===== src/rtl/issue_sched_pkg.sv =====
// rtl/issue_sched_pkg.sv - shared types and constants for the issue scheduler
package issue_sched_pkg;

    typedef enum logic [1:0] {
        ISS_FIXED   = 2'd0,
        ISS_RR      = 2'd1,
        ISS_BRFIRST = 2'd2
    } issue_mode_t;

    localparam int FU_ALU = 0;
    localparam int FU_BRU = 1;
    localparam int FU_LSU = 2;
    localparam int N_FU   = 3;

    typedef struct packed {
        logic [5:0] op;
        logic [5:0] ps1;
        logic [5:0] ps2;
        logic [5:0] pd;
    } rs_entry_t;

endpackage


===== src/rtl/issue_sched_rr_arbiter.sv =====
// rtl/issue_sched_rr_arbiter.sv - combinational rotate-priority one-hot picker
module rr_arbiter #(
    parameter int N  = 3,
    parameter int PW = (N > 1) ? $clog2(N) : 1
) (
    input  logic [N-1:0]  req,
    input  logic [PW-1:0] ptr,
    output logic [N-1:0]  gnt
);

    logic          found;
    logic [PW-1:0] idx;

    always_comb begin
        gnt   = '0;
        found = 1'b0;
        idx   = '0;
        for (int i = 0; i < N; i++) begin
            idx = PW'((int'(ptr) + i) % N);
            if (!found && req[idx]) begin
                gnt[idx] = 1'b1;
                found    = 1'b1;
            end
        end
    end

endmodule


===== src/rtl/issue_sched.sv =====
// rtl/issue_sched.sv - RS head select with fixed/rr/branch-first modes and one-deep issue stage
module issue_sched
    import issue_sched_pkg::*;
#(
    parameter int N_REQ      = N_FU,
    parameter int ENTRY_W    = $bits(rs_entry_t),
    parameter int FLUSH_HOLD = 2,
    parameter int CNT_W      = 16
) (
    input  logic                     clk,
    input  logic                     rst,
    input  logic                     flush_i,
    input  logic [1:0]               mode_i,
    input  logic [N_REQ-1:0]         req_valid_i,
    input  logic [N_REQ*ENTRY_W-1:0] req_entry_i,
    input  logic [N_REQ-1:0]         fu_busy_i,
    output logic [N_REQ-1:0]         grant_o,
    output logic                     iss_valid_o,
    output logic [N_REQ-1:0]         iss_fu_o,
    output logic [ENTRY_W-1:0]       iss_entry_o,
    output logic [N_REQ*CNT_W-1:0]   grant_cnt_o
);

    localparam int PW = (N_REQ > 1) ? $clog2(N_REQ) : 1;
    localparam int HW = $clog2(FLUSH_HOLD + 1);

    logic [PW-1:0]              rr_ptr;
    logic [HW-1:0]              hold_cnt;
    logic [N_REQ-1:0][CNT_W-1:0] cnt;

    logic [N_REQ-1:0]   elig;
    logic [N_REQ-1:0]   gnt_fixed;
    logic [N_REQ-1:0]   gnt_rr;
    logic [N_REQ-1:0]   bru_oh;
    logic               gnt_any;
    logic [PW-1:0]      gnt_idx;
    logic [PW-1:0]      ptr_next;
    logic [ENTRY_W-1:0] sel_entry;

    // Gating by rst keeps grant_o low while reset is held, since it is purely combinational.
    assign elig = req_valid_i & ~fu_busy_i
                & {N_REQ{(hold_cnt == '0) && !flush_i && !rst}};

    rr_arbiter #(.N(N_REQ), .PW(PW)) u_arb_fixed (
        .req (elig),
        .ptr ('0),
        .gnt (gnt_fixed)
    );

    rr_arbiter #(.N(N_REQ), .PW(PW)) u_arb_rr (
        .req (elig),
        .ptr (rr_ptr),
        .gnt (gnt_rr)
    );

    always_comb begin
        bru_oh         = '0;
        bru_oh[FU_BRU] = 1'b1;
        case (issue_mode_t'(mode_i))
            ISS_RR:      grant_o = gnt_rr;
            ISS_BRFIRST: grant_o = elig[FU_BRU] ? bru_oh : gnt_rr;
            default:     grant_o = gnt_fixed;
        endcase
    end

    always_comb begin
        gnt_any   = |grant_o;
        gnt_idx   = '0;
        sel_entry = '0;
        for (int k = 0; k < N_REQ; k++) begin
            if (grant_o[k]) begin
                gnt_idx   = PW'(k);
                sel_entry = req_entry_i[k*ENTRY_W +: ENTRY_W];
            end
        end
        ptr_next = (gnt_idx == PW'(N_REQ - 1)) ? '0 : gnt_idx + PW'(1);
    end

    always_ff @(posedge clk or posedge rst) begin
        if (rst) begin
            rr_ptr      <= '0;
            hold_cnt    <= '0;
            iss_valid_o <= 1'b0;
            iss_fu_o    <= '0;
            iss_entry_o <= '0;
        end else if (flush_i) begin
            hold_cnt    <= HW'(FLUSH_HOLD);
            iss_valid_o <= 1'b0;
            iss_fu_o    <= '0;
            iss_entry_o <= '0;
        end else begin
            if (hold_cnt != '0) begin
                hold_cnt <= hold_cnt - HW'(1);
            end
            iss_valid_o <= gnt_any;
            iss_fu_o    <= grant_o;
            if (gnt_any) begin
                rr_ptr      <= ptr_next;
                iss_entry_o <= sel_entry;
            end
        end
    end

    // Counters survive flush; only reset clears them.
    always_ff @(posedge clk or posedge rst) begin
        if (rst) begin
            cnt <= '0;
        end else begin
            for (int k = 0; k < N_REQ; k++) begin
                if (grant_o[k] && (cnt[k] != '1)) begin
                    cnt[k] <= cnt[k] + CNT_W'(1);
                end
            end
        end
    end

    assign grant_cnt_o = cnt;

endmodule

===== config.mk =====
export PLATFORM = sky130hd
export DESIGN_NAME = issue_sched
export DESIGN_NICKNAME = d
export VERILOG_FILES = /design/src/rtl/issue_sched_pkg.sv /design/src/rtl/issue_sched_rr_arbiter.sv /design/src/rtl/issue_sched.sv
export SDC_FILE = /design/constraint.sdc
export NUM_CORES = 1
export LEC_CHECK = 0
export ABC_CLOCK_PERIOD_IN_PS = 5900
export BUFFER_PORTS_ARGS = -buffer_cell sky130_fd_sc_hd__buf_2
export CAP_MARGIN = 30
export CORE_UTILIZATION = 25
export DETAILED_ROUTE_END_ITERATION = 8
export SYNTH_ARGS = -nofsm -noshare
export SYNTH_HDL_FRONTEND = slang
export SYNTH_SLANG_ARGS = --single-unit

===== constraint.sdc =====
create_clock -name clk -period 5.9 [get_ports clk]
set_input_delay 0.59 -clock clk [delete_from_list [all_inputs] [get_ports clk]]
set_output_delay 0.59 -clock clk [all_outputs]
set_load 0.01 [all_outputs]

==> run_results.csv <==
group,metric,value,unit
sta,min_period,3970,ps
pwr,combPwrFrac,0.231,
setup_path,endpoint_kind,"output port",
drt,wl_met2,6160,um
setup_path,r2r_start,"hold_cnt[0]",
die,rows,48,
setup_path,criticalPathCategory,"reg2out",
pwr,power.share.switching,0.293,
drt,num_vias,3884,
synth,syn_inst,429,
synth,synthFlopType,"dfrtp_1",
clock_tree,cts_buffer_depth,2,
pwr,switchingPower,0.503,mW
pwr,power.leakage,3.03,nW
clock_tree,cts_resized,0,
clock_tree,worstSkewPairLatency,340,ps
run_status,outcome,"finished clean",
placed_design,gp_congestion,0.790,
global_route,antenna_found_initial,0,
drt,ant_nets,0,
placed_design,portBuffers,161,
sta,rsz0062_at_grt,"false",
global_route,grt.total_usage,0.142,
layout,num-nets-final,678,
die,die_y,135,um
drt,routed.top_layer,"met4",
sta,final_max_slew_viol_count,0,
setup_path,r2r_slack,2650,ps
sta,relSlewSlack,0.491,
synth,synth_cell_types,54,
layout,area_growth,31.0,%
clock_tree,htreeDepth,3,
setup_path,worst-path-max-fanout,28,
layout,drive_above_1_share,0.373,
clock_tree,cts_made_buffers,9,
layout,antenna_cells,0,
layout,final_common_cell,"buf_2",
die,die_width,135,um
synth,synth-seq-cells,80,
synth,synth.cell_area,4400,um^2
sta,worstMarginPinSlew,762,ps
drt,vias_per_cell,4.77,
global_route,overflow,0,
die,initial_core_util,0.255,
sta,skew,7.11,ps
global_route,grt_pass1_wl,20000,um
die,io_pins,162,
pwr,p_seq_frac,0.381,
setup_path,cp.arrival,3380,ps
layout,most-common-layout-cells,"buf_2, dfrtp_1, nand2_1",
drt,wl_met1,5820,um
placed_design,dpl.hpwl,9000,um
synth,synthesis.nets,522,
global_route,grt_pass1_vias,3789,
drt,drc_errors,0,
drt,wire_per_inst,15.6,um
drt,first_iter_violations,135,
sta,post-route-period-util,0.672,
setup_path,cp.required,5310,ps
pwr,clock_power_share,0.389,
clock_tree,clk_pin_slew,60,ps
sta,fin_tns_setup,0,ps
die,core,17200,um^2
synth,syn_avg_cell_area,10.2,um^2
global_route,grt_max_degree,55,
run,cap_violations,0,
pwr,irDropWorstVdd,0.000146,V
clock_tree,cts_hold_buf,0,
layout,multiInputGateArea,2190,um^2
layout,finish.utilization,0.334,
clock_tree,cts_tree,"yes",
synth,ys.warnings.count,0,
clock_tree,postCtsSetupBuffers,0,
placed_design,placed_area,5400,um^2
drt,wl,12700,um
hold_path,hp-class,"in2async",
setup_path,cp-start-kind,"register",
sta,setup_viol,0,
layout,register_area,2000,um^2
drt,route.met3.wl,567,um
pwr,p_per_area,298,nW/um^2
synth,yosysSeqAreaShare,0.455,
pwr,p_int,1.21,mW
clock_tree,cts_root_buffer,"clkbuf_16",
layout,filler_cell_count,1813,
sta,fmax,252,MHz
synth,synthArstFlopShare,1.00,
sta,timing.hold.ws,288,ps
die,fp.dieArea,18100,um^2
drt,first_pass_iters,7,
setup_path,reg2reg_to,"grant_cnt_o[12]",
layout,final_area,5760,um^2
setup_path,reg2reg_depth,10,
clock_tree,clkSinkCount,80,
synth,synth_edf_count,0,
sta,hold_viol_final,0,
==> how the worst max path moves through the flow <==
stage,from,end,slack (ps),cells after the start
after floorplan,rr_ptr[0],grant_o[1],3060,11
after global placement,mode_i[0],grant_o[0],2300,10
after detailed placement,mode_i[0],grant_o[0],2250,10
after CTS,rr_ptr[0],grant_o[1],1910,10
after global routing,rr_ptr[0],grant_o[1],1690,10
final,rr_ptr[0],grant_o[1],1930,10
==> cell families after synthesis <==
group | after synthesis | share of synthesized area
AO/OA/AOI/OAI | 94 | 0.177
XOR/XNOR | 43 | 0.0857
adder cells (fa/ha/maj) | 10 | 0.0285
buffers and inverters | 44 | 0.0473
flip-flops | 80 | 0.455
multiplexers | 8 | 0.0194
AND/OR/NAND/NOR | 150 | 0.187
==> critical path, cell delays in order, from the launching register on <==
cell      delay (ps)
dfrtp_1          370
inv_1             80
ha_1             290
or3b_1           410
o221ai_1         290
and3_1           190
o21ba_1          150
and2_1           150
buf_4            220
inv_2            590
buf_2            260
==> sequential cells by signal (all words and copies together) (netlist names) <==
name         cells
grant_cnt_o     48
iss_entry_o     24
iss_fu_o         3
hold_cnt         2
rr_ptr           2
iss_valid_o      1
==> area by class of cell <==
class | count | share of cell area
Clock buffer | 11 | 0.0439
Timing Repair Buffer | 167 | 0.148
Clock inverter | 5 | 0.0178
Inverter | 22 | 0.0146
Tap cell | 225 | 0.0489
Multi-Input combinational cell | 305 | 0.380
Sequential cell | 80 | 0.348
==> synthesized netlist by cell type, types with 2 or more instances <==
| cell type | count | area [um^2] |
|---|---|---|
| o21ai_0 | 25 | 125 |
| ha_1 | 10 | 125 |
| and4_1 | 7 | 61.3 |
| buf_6 | 3 | 33.8 |
| buf_2 | 4 | 20.0 |
| nor3_1 | 16 | 80.1 |
| mux2i_1 | 4 | 40.0 |
| clkbuf_1 | 11 | 41.3 |
| xnor2_1 | 23 | 201 |
| a221oi_1 | 4 | 35.0 |
| xor2_1 | 20 | 175 |
| buf_4 | 4 | 30.0 |
| o21ai_1 | 24 | 120 |
| nand2_1 | 40 | 150 |
| a31oi_1 | 2 | 12.5 |
| nor2b_1 | 3 | 18.8 |
| nor2_1 | 11 | 41.3 |
| a221oi_2 | 20 | 300 |
| or3b_1 | 2 | 17.5 |
| mux2_2 | 3 | 33.8 |
| and3_1 | 16 | 100 |
| inv_1 | 19 | 71.3 |
| nand4_1 | 20 | 125 |
| a21oi_1 | 4 | 20.0 |
| nor3b_1 | 2 | 15.0 |
| and2_1 | 5 | 31.3 |
| nand3_1 | 14 | 70.1 |
| or2_2 | 2 | 12.5 |
| nand2b_1 | 5 | 31.3 |
| dfrtp_1 | 80 | 2000 |
| inv_2 | 3 | 11.3 |
==> power groups by stage <==
| stage | clock network (mW) | logic (mW) | registers (mW) |
|---|---|---|---|
| 2_1_floorplan | 0 | 0.245 | 0.681 |
| 5_1_grt | 0.708 | 0.442 | 0.662 |
| 6_report | 0.667 | 0.396 | 0.653 |
| 3_5_place_dp | 0 | 0.396 | 0.663 |
| 3_3_place_gp | 0 | 0.396 | 0.662 |
| 4_1_cts | 0.689 | 0.398 | 0.653 |
==> stage by stage <==
step	total power, mW	std cells	setup WS [ps]
2_1_floorplan	0.926	429	3060
3_3_place_gp	1.06	799	2300
3_5_place_dp	1.06	799	2250
4_1_cts	1.74	815	1910
5_1_grt	1.81	815	1690
6_report	1.72	815	1930
==> per-layer routing <==
metal  global-route usage  up-vias
li1                     -     1869
met1                0.185     1902
met2                0.231      100
met3               0.0312       13
met4               0.0543        0
met5                    0        -
Note: power is estimated with default switching activity, not from simulation.
